**src/rtl/axis_pkt_fifo_pkg.sv**
```systemverilog
// Shared constants for the store-and-forward AXI-Stream packet FIFO.
// Default widths and the cut-through FSM state encoding.
package axis_pkt_fifo_pkg;

  localparam int unsigned AXIS_DATA_W = 32;
  localparam int unsigned AXIS_DEPTH  = 64;

  // Buffering mode: whole packets only, or drain-as-arrive for oversize packets
  localparam logic [0:0] ST_NORMAL = 1'b0;
  localparam logic [0:0] ST_CUT    = 1'b1;

endpackage

```
**src/rtl/axis_pkt_fifo_if.sv**
```systemverilog
// AXI-Stream handshake bundle used on both sides of the packet FIFO.
interface axis_pkt_fifo_if #(
  parameter int unsigned DATA_W = 32
) ();

  logic [DATA_W-1:0] tdata;
  logic              tvalid;
  logic              tready;
  logic              tlast;

  modport master (output tdata, output tvalid, output tlast, input tready);
  modport slave  (input tdata, input tvalid, input tlast, output tready);

endinterface

```
**src/rtl/axis_pkt_fifo_sdp_ram.sv**
```systemverilog
// Simple dual-port buffer RAM: one synchronous write port, one asynchronous read port.
module axis_pkt_fifo_sdp_ram #(
  parameter  int unsigned WIDTH  = 33,
  parameter  int unsigned DEPTH  = 64,
  localparam int unsigned ADDR_W = $clog2(DEPTH)
) (
  input  logic              clk_i,
  input  logic              we_i,
  input  logic [ADDR_W-1:0] waddr_i,
  input  logic [WIDTH-1:0]  wdata_i,
  input  logic [ADDR_W-1:0] raddr_i,
  output logic [WIDTH-1:0]  rd_data_c_o
);

  logic [WIDTH-1:0] mem_q [DEPTH];

  always_ff @(posedge clk_i) begin
    if (we_i) mem_q[waddr_i] <= wdata_i;
  end

  assign rd_data_c_o = mem_q[raddr_i];

endmodule

```
**src/rtl/axis_pkt_fifo.sv**
```systemverilog
// Store-and-forward AXI-Stream packet FIFO; releases a packet only once its tlast is buffered,
// falling back to cut-through (with a sticky flag) when a packet cannot fit.
module axis_pkt_fifo
  import axis_pkt_fifo_pkg::*;
#(
  parameter  int unsigned DATA_W = AXIS_DATA_W,
  parameter  int unsigned DEPTH  = AXIS_DEPTH,
  localparam int unsigned ADDR_W = $clog2(DEPTH)
) (
  input  logic              axis_aclk,
  input  logic              axis_aresetn,
  axis_pkt_fifo_if.slave    s_axis,
  axis_pkt_fifo_if.master   m_axis,
  output logic [ADDR_W:0]   pkt_count,
  output logic [ADDR_W:0]   fill_level,
  output logic              oversize
);

  localparam int unsigned     PTR_W   = ADDR_W + 1;
  localparam int unsigned     WORD_W  = DATA_W + 1;
  localparam logic [ADDR_W:0] DEPTH_P = PTR_W'(DEPTH);

  logic [ADDR_W:0]   wr_ptr_q, wr_ptr_d, rd_ptr_q, rd_ptr_d;
  logic [ADDR_W:0]   pkt_cnt_q, pkt_cnt_d, fill_q, fill_d;
  logic [0:0]        state_q, state_d;
  logic              oversize_q, oversize_d;
  logic              out_valid_q, out_valid_d, out_last_q, out_last_d;
  logic [DATA_W-1:0] out_data_q, out_data_d;
  logic [WORD_W-1:0] head_word;
  logic              full, empty, wr_en, rd_ok, rd_en, head_last;

  assign full          = (wr_ptr_q - rd_ptr_q) == DEPTH_P;
  assign empty         = wr_ptr_q == rd_ptr_q;
  assign s_axis.tready = ~full & axis_aresetn;
  assign wr_en         = s_axis.tvalid & s_axis.tready;
  assign head_last     = head_word[DATA_W];
  assign rd_ok         = ~empty & ((pkt_cnt_q != '0) | (state_q == ST_CUT));
  assign rd_en         = rd_ok & (~out_valid_q | m_axis.tready);

  axis_pkt_fifo_sdp_ram #(
    .WIDTH (WORD_W),
    .DEPTH (DEPTH)
  ) u_ram (
    .clk_i       (axis_aclk),
    .we_i        (wr_en),
    .waddr_i     (wr_ptr_q[ADDR_W-1:0]),
    .wdata_i     ({s_axis.tlast, s_axis.tdata}),
    .raddr_i     (rd_ptr_q[ADDR_W-1:0]),
    .rd_data_c_o (head_word)
  );

  // Pointers, counters and the output register stage
  always_comb begin
    wr_ptr_d    = wr_ptr_q + PTR_W'(wr_en);
    rd_ptr_d    = rd_ptr_q + PTR_W'(rd_en);
    fill_d      = fill_q + PTR_W'(wr_en) - PTR_W'(rd_en);
    pkt_cnt_d   = pkt_cnt_q + PTR_W'(wr_en & s_axis.tlast) - PTR_W'(rd_en & head_last);
    out_valid_d = out_valid_q;
    out_last_d  = out_last_q;
    out_data_d  = out_data_q;
    if (rd_en) begin
      out_valid_d = 1'b1;
      out_last_d  = head_last;
      out_data_d  = head_word[DATA_W-1:0];
    end else if (m_axis.tready) begin
      out_valid_d = 1'b0;
    end
  end

  // A full buffer with no complete packet can only drain as cut-through
  always_comb begin
    state_d    = state_q;
    oversize_d = oversize_q;
    case (state_q)
      ST_NORMAL: begin
        if (full && (pkt_cnt_q == '0)) begin
          state_d    = ST_CUT;
          oversize_d = 1'b1;
        end
      end
      ST_CUT: begin
        if (rd_en && head_last) state_d = ST_NORMAL;
      end
      default: state_d = ST_NORMAL;
    endcase
  end

  always_ff @(posedge axis_aclk or negedge axis_aresetn) begin
    if (!axis_aresetn) begin
      wr_ptr_q    <= '0;
      rd_ptr_q    <= '0;
      pkt_cnt_q   <= '0;
      fill_q      <= '0;
      state_q     <= ST_NORMAL;
      oversize_q  <= 1'b0;
      out_valid_q <= 1'b0;
      out_last_q  <= 1'b0;
    end else begin
      wr_ptr_q    <= wr_ptr_d;
      rd_ptr_q    <= rd_ptr_d;
      pkt_cnt_q   <= pkt_cnt_d;
      fill_q      <= fill_d;
      state_q     <= state_d;
      oversize_q  <= oversize_d;
      out_valid_q <= out_valid_d;
      out_last_q  <= out_last_d;
    end
  end

  // Output data needs no reset: it is qualified by out_valid_q
  always_ff @(posedge axis_aclk) begin
    out_data_q <= out_data_d;
  end

  assign m_axis.tdata  = out_data_q;
  assign m_axis.tvalid = out_valid_q;
  assign m_axis.tlast  = out_last_q;
  assign pkt_count     = pkt_cnt_q;
  assign fill_level    = fill_q;
  assign oversize      = oversize_q;

endmodule

```
**src/flat_wrapper.sv**
```systemverilog
// flat-port wrapper written by rule: the top's interface ports become plain ports
module axis_pkt_fifo_flat import axis_pkt_fifo_pkg::*;
#(
  parameter  int unsigned DATA_W = AXIS_DATA_W,
  parameter  int unsigned DEPTH  = AXIS_DEPTH,
  localparam int unsigned ADDR_W = $clog2(DEPTH)
)
  (axis_aclk, axis_aresetn, pkt_count, fill_level, oversize, s_axis_tdata, s_axis_tvalid, s_axis_tlast, s_axis_tready, m_axis_tdata, m_axis_tvalid, m_axis_tlast, m_axis_tready);
  axis_pkt_fifo_if #(.DATA_W(DATA_W)) s_axis_i ();
  axis_pkt_fifo_if #(.DATA_W(DATA_W)) m_axis_i ();
  input  logic axis_aclk;
  input  logic axis_aresetn;
  output logic [ADDR_W:0] pkt_count;
  output logic [ADDR_W:0] fill_level;
  output logic oversize;
  input wire logic [$bits(s_axis_i.tdata)-1:0] s_axis_tdata;
  input wire logic [$bits(s_axis_i.tvalid)-1:0] s_axis_tvalid;
  input wire logic [$bits(s_axis_i.tlast)-1:0] s_axis_tlast;
  output wire logic [$bits(s_axis_i.tready)-1:0] s_axis_tready;
  output wire logic [$bits(m_axis_i.tdata)-1:0] m_axis_tdata;
  output wire logic [$bits(m_axis_i.tvalid)-1:0] m_axis_tvalid;
  output wire logic [$bits(m_axis_i.tlast)-1:0] m_axis_tlast;
  input wire logic [$bits(m_axis_i.tready)-1:0] m_axis_tready;
  assign s_axis_i.tdata = s_axis_tdata;
  assign s_axis_i.tvalid = s_axis_tvalid;
  assign s_axis_i.tlast = s_axis_tlast;
  assign s_axis_tready = s_axis_i.tready;
  assign m_axis_tdata = m_axis_i.tdata;
  assign m_axis_tvalid = m_axis_i.tvalid;
  assign m_axis_tlast = m_axis_i.tlast;
  assign m_axis_i.tready = m_axis_tready;
  axis_pkt_fifo #(.DATA_W(DATA_W), .DEPTH(DEPTH)) u_core (.axis_aclk(axis_aclk), .axis_aresetn(axis_aresetn), .s_axis(s_axis_i), .m_axis(m_axis_i), .pkt_count(pkt_count), .fill_level(fill_level), .oversize(oversize));
endmodule
```
**config.mk**
```make
export PLATFORM = sky130hd
export DESIGN_NAME = axis_pkt_fifo_flat
export DESIGN_NICKNAME = d
export VERILOG_FILES = /design/src/rtl/axis_pkt_fifo_pkg.sv /design/src/rtl/axis_pkt_fifo_if.sv /design/src/rtl/axis_pkt_fifo_sdp_ram.sv /design/src/rtl/axis_pkt_fifo.sv /design/src/flat_wrapper.sv
export SDC_FILE = /design/constraint.sdc
export NUM_CORES = 2
export LEC_CHECK = 0
export CORE_UTILIZATION = 50
export CTS_BUF_LIST = sky130_fd_sc_hd__clkbuf_2 sky130_fd_sc_hd__clkbuf_4 sky130_fd_sc_hd__clkbuf_8
export DETAILED_ROUTE_END_ITERATION = 8
export PLACE_DENSITY = 0.64
export SYNTH_ARGS = -nofsm -noshare
export SYNTH_HDL_FRONTEND = slang
export SYNTH_SLANG_ARGS = --single-unit
```
**constraint.sdc**
```tcl
create_clock -name axis_aclk -period 6.15 [get_ports axis_aclk]
set_clock_uncertainty 0.15 [all_clocks]
set_input_delay 1.23 -clock axis_aclk [delete_from_list [all_inputs] [get_ports axis_aclk]]
set_output_delay 1.23 -clock axis_aclk [all_outputs]
set_load 0.01 [all_outputs]
```
## After elaboration in Yosys (flattened, before gate mapping)

Memories as Yosys holds them, arrays and structs flattened.
Cells that the tools add are included.

- Flip-flop bits (word level): 64
- Bits in latches: 0
- RAM bits: 2112
- Bits in read-only memories: 0
- Bits of input ports: 37
- Memories kept: 1

- Add/sub/neg operators: 7
- Multipliers: 0
- Div/mod/pow operators: 0
- $lt $le $gt $ge: 0
- Equal/unequal tests: 2
- Shift-type cells: 0
- Multiplexer cells: 7
- Bitwise gates (word level): 12
- Reductions and logical operators: 6

Memory list:

| name | words | bits a word | rd ports | clocked after memory_dff | write ports | line | source |
|---|---|---|---|---|---|---|---|
| u_core.u_ram.mem_q | 64 | 33 | 1 | 0 | 1 | axis_pkt_fifo_sdp_ram.sv:15 | `logic [WIDTH-1:0] mem_q [DEPTH];` |

Operators by type and width:

| operator | number |
|---|---|
| $add 7x1->7 | 3 |
| $sub 7x7->7 | 2 |
| $add 7x7->7 | 1 |
| $eq 7x7->1 | 1 |
| $eq 7x7->1 const B | 1 |
| $logic_not 7->1 | 1 |
| $reduce_bool 7->1 | 1 |
| $sub 7x1->7 | 1 |
| $and 1x1->1 | 6 |
| $mux 1 | 6 |
| $not 1->1 | 4 |
| $logic_and 1x1->1 | 2 |
| $or 1x1->1 | 2 |
| $pmux 1 s2 | 1 |
| $reduce_and 2->1 | 1 |
| $reduce_bool 2->1 | 1 |

## Logic depth before layout (Yosys ltp)

- Depth in word-level cells: 8
- Gate-level depth with buffers: 20

## Hierarchy

Synthesis repeated with hierarchy kept, for this count alone.

- Cells, all modules: 3783
- Area, all modules: 83417.5 µm²

By module, submodules not included:

| module | times used | cells each | area an instance (µm²) | seq. area each (µm²) |
|---|---|---|---|---|
| axis_pkt_fifo_sdp_ram | 1 | 3565 | 80532.2 | 63420.8 |
| axis_pkt_fifo | 1 | 218 | 2885.3 | 1761.7 |

## Worst setup path before layout

Ideal clock, no wire load.

- Path type: reg-to-reg
- Start point: register u_core.rd_ptr_q[3]
- End point: memory u_core.u_ram.mem_q[10][0] (enable)
- Setup time: 0.423 ns
- Data arrival time: 4.196 ns
- Slack: 1.380 ns
- Cell stages (with the launch flop): 13
- Buffers on the path: 4
- Clock period less this slack: 4.770 ns
- Path through: dfrtp_1 > clkinv_1 > buf_2 > clkbuf_1 > buf_1 > ha_1 > nand2_1 > o22ai_1 > a21oi_1 > o311a_1 > clkbuf_1 > nand4b_1 > nor2_1

- Longest elaborated chain between the ends: 7

RTL lines:

| what | line | source |
|---|---|---|
| start: declaration | axis_pkt_fifo.sv:23 | `logic [ADDR_W:0] wr_ptr_q, wr_ptr_d, rd_ptr_q, rd_ptr_d;` |
| start signal: assignment | axis_pkt_fifo.sv:100 | `rd_ptr_q <= rd_ptr_d;` |
| $sub 7x7->7 | axis_pkt_fifo.sv:32 | `assign full = (wr_ptr_q - rd_ptr_q) == DEPTH_P;` |
| $eq 7x7->1 | axis_pkt_fifo.sv:32 |  |
| $not 1->1 | axis_pkt_fifo.sv:34 | `assign s_axis.tready = ~full & axis_aresetn;` |
| $and 1x1->1 | axis_pkt_fifo.sv:34 |  |
| $and 1x1->1 | axis_pkt_fifo.sv:35 | `assign wr_en = s_axis.tvalid & s_axis.tready;` |
| $mux 1 | axis_pkt_fifo_sdp_ram.sv:18 | `if (we_i) mem_q[waddr_i] <= wdata_i;` |
| $mux 1 (implied by the code) | axis_pkt_fifo_sdp_ram.sv:18 |  |
| end: declaration | axis_pkt_fifo_sdp_ram.sv:15 |  |

Every way passes these cells.

## Worst setup path after layout

- Start point: register u_core.rd_ptr_q[2]
- End point: output s_axis_tready

- Longest elaborated chain between the ends: 4

RTL lines:

| what | line | source |
|---|---|---|
| $sub 7x7->7 | axis_pkt_fifo.sv:32 |  |
| $eq 7x7->1 | axis_pkt_fifo.sv:32 |  |
| $not 1->1 | axis_pkt_fifo.sv:34 |  |
| $and 1x1->1 | axis_pkt_fifo.sv:34 |  |
| end: declaration | flat_wrapper.sv:19 | `output wire logic [$bits(s_axis_i.tready)-1:0] s_axis_tready;` |

Every way passes these cells.

==> flow_summary.toml <==
[synthesis]
synth_area_mm2 = 0.0832
ys_async_sr_fraction_pct = 1.47
synth_commonest_cells = "2,144 x edfxtp_1, 521 x mux4_2, 139 x o21ai_0"
ys_seq_elements = 2176
synth_cells = 3712
syn_area_per_cell_um2 = 22.4
yosysSeqAreaShare_pct = 78.4
ys_warn_count = 0
synth_edf_count = 2144
synth_cell_type_count = 56
synth_area_leaders = "edfxtp_1 77%, mux4_2 14%, mux2i_1 1.2%"
syn-num-nets = 3777
post-synth-top-area-cell = "edfxtp_1"
ys.flop_type = "edfxtp_1"
synth_top_cell_area_share_pct = 77.4
yosysMostFrequentCell = "edfxtp_1"

[worst_setup_path]
worst_ep_arrival_time_ps = 4130
cp.required_ps = 4770
crit_fanout = 33
endpoint_kind = "output pin"
crit_type = "register to output pin"
reg2reg_depth = 16
rrSetupSlack_ps = 1470
startpoint_type = "register"

[clock_tree]
clockBufferDepth = 4
cts_tree = "yes"
cts_resized = 0
cts_hold_buf = 0
cts_root_buf = "clkbuf_8"
htree_levels = 5
cts_made_buffers = 357
cts_sinks = 2176
cts_setup_buffers = 0
path_clk_slew_ps = 60
clock_latency_ps = 1040

[floorplanning]
core-area_mm2 = 0.165
die_w_um = 410
fp.dieArea_mm2 = 0.168
ioPinCount = 87
rows = 149
start_util_pct = 50.4
die_h_um = 410

[pwr]
ir_drop_uv = 330
p_switching_w = 0.0127
powerDensity_mw_per_mm2 = 434
switching_share_pct = 31.2
leakage_nw = 29.7
pwr-share-seq_pct = 42.6
p_int_w = 0.0281
p_comb_share_pct = 28.5
clkPwrFrac_pct = 28.9

[sta]
period_minus_slack_ps = 5510
hold_viol_final = 0
finalCritPeriodShare_pct = 89.6
grt_setup_unrepaired = "no"
relSlewSlack_pct = 13.7
fin_setup_tns_ps = 0
setup_ws_ps = 642
slew_viol_final = 0
max_freq_mhz = 182
finalSetupViolations = 0
hold_ws_ps = 111
worst_pin_slew_ps = 1300

[layout]
nets = 4157
area_growth_pct = 12.9
drive_gt1_share_pct = 30.3
fillCellCount = 12018

[routing]
via_per_inst = 6.20
wl_um = 210000
drc_errors = 16
vias = 40540
drt_iter0_drc = 4816
dr.pass1.iters = 7
ant_nets = 0
avgRoutedWirePerCell_um = 32.1

[status]
status = "complete, but fails checks"
violations = "DRC"

[hold_path]
hp-class = "input port to async pin"

[global_route]
grt_pass1_vias = 41270
grt-ovfl-total = 0
antenna_found_initial = 14
grt_pass1_wl_um = 298000
grt_max_degree = 123
grt_usage_pct = 25.1

[placement]
gp_congestion = 0.791
dp_hpwl_um = 111000
port_buffers = 86
dp_slack_ps = 1560

[job]
drv_cap = 0
==> cell usage in the layout (no fill, tap or decap), types with 23 or more instances in the layout <==
cell	Yosys	final
inv_1	29	27
clkinv_2	0	26
dfrtp_1	32	28
clkbuf_8	0	365
mux4_2	521	521
o21ai_0	139	139
a22oi_1	41	41
buf_4	33	115
mux2i_1	102	102
a21oi_1	118	118
nor2_1	113	44
ha_1	26	26
buf_12	2	23
clkdlybuf4s50_1	0	52
clkbuf_4	0	140
o221ai_1	73	73
nor2_4	0	69
buf_2	37	34
clkinv_1	3	72
edfxtp_1	2144	2144
nand2_1	51	49
==> metal layers <==
layer  up-vias  part of all wire [%]  GRT usage, %
met5         -                     0             0
met3       318                   9.0          5.92
met2      1955                    48          39.3
met4         0                   2.0          6.02
met1     21725                    41          36.1
li1      16542                     -             -
==> cells by family after synthesis <==
logic type,count (synthesis),share of synthesized area [%]
flops,2176,78.4
buf+inv,235,1.46
fa+ha+maj,28,0.439
simple gates,209,1.07
xor+xnor,24,0.253
mux,624,15.3
compound gates,416,3.08
==> worst max-delay path, cell delays in order (launching register included) <==
cell and delay, ps:
dfrtp_4 900, inv_2 320, ha_1 410, nor2_1 160, o2111ai_1 110, or3_1 420
o31a_1 300, clkdlybuf4s50_1 500
==> final timing paths <==
path                                              startpoint                            end
max in group asynchronous                       axis_aresetn   u_core.rd_ptr_q[0]$_DFF_PN0_
min in group axis_aclk           u_core.oversize$_DFFE_PN0P_    u_core.oversize$_DFFE_PN0P_
worst min register to register   u_core.oversize$_DFFE_PN0P_    u_core.oversize$_DFFE_PN0P_
worst min-delay path                            axis_aresetn    u_core.oversize$_DFFE_PN0P_
worst max register to register  u_core.rd_ptr_q[1]$_DFF_PN0_  u_core.pkt_count[6]$_DFF_PN0_
worst max-delay path            u_core.rd_ptr_q[2]$_DFF_PN0_                  s_axis_tready
==> final cells by class <==
type	count	area, um^2	area share [%]
tap	2189	2740	2.92
antenna	8	20.0	0.0213
multi-input combinational	1301	17300	18.4
clock buffer	505	6070	6.47
sequential	2176	65200	69.4
timing repair buffer	224	2010	2.14
clock inverter	101	458	0.487
inverter	32	128	0.136
==> power by group through the flow <==
stage | Sequential, W | Clock, W | Combinational [W]
2_1_floorplan | 0.0174 | 0 | 0.00775
3_3_place_gp | 0.0177 | 0 | 0.0116
3_5_place_dp | 0.0177 | 0 | 0.0116
4_1_cts | 0.0174 | 0.0120 | 0.0117
5_1_grt | 0.0174 | 0.0126 | 0.0123
6_report | 0.0174 | 0.0118 | 0.0116
==> flip-flops by register name (all words and copies together) (netlist names) <==
register              flops
u_core.rd_ptr_q           7
u_core.fill_level         7
u_core.state_q            1
u_core.m_axis.tdata      32
u_core.wr_ptr_q           7
u_core.m_axis.tlast       1
u_core.oversize           1
u_core.u_ram.mem_q     2112
u_core.pkt_count          7
u_core.m_axis.tvalid      1
==> through the flow <==
step	utilization, %	total power (W)	cell area, um^2	instances
floorplan	-	0.0251	83200	3712
global placement	53.0	0.0293	87400	5922
detailed placement	53.0	0.0293	87400	5922
CTS	56.9	0.0411	93900	6528
global route	56.9	0.0423	93900	6531
finish	56.9	0.0408	94000	6536
(Power assumes the default switching activity.)
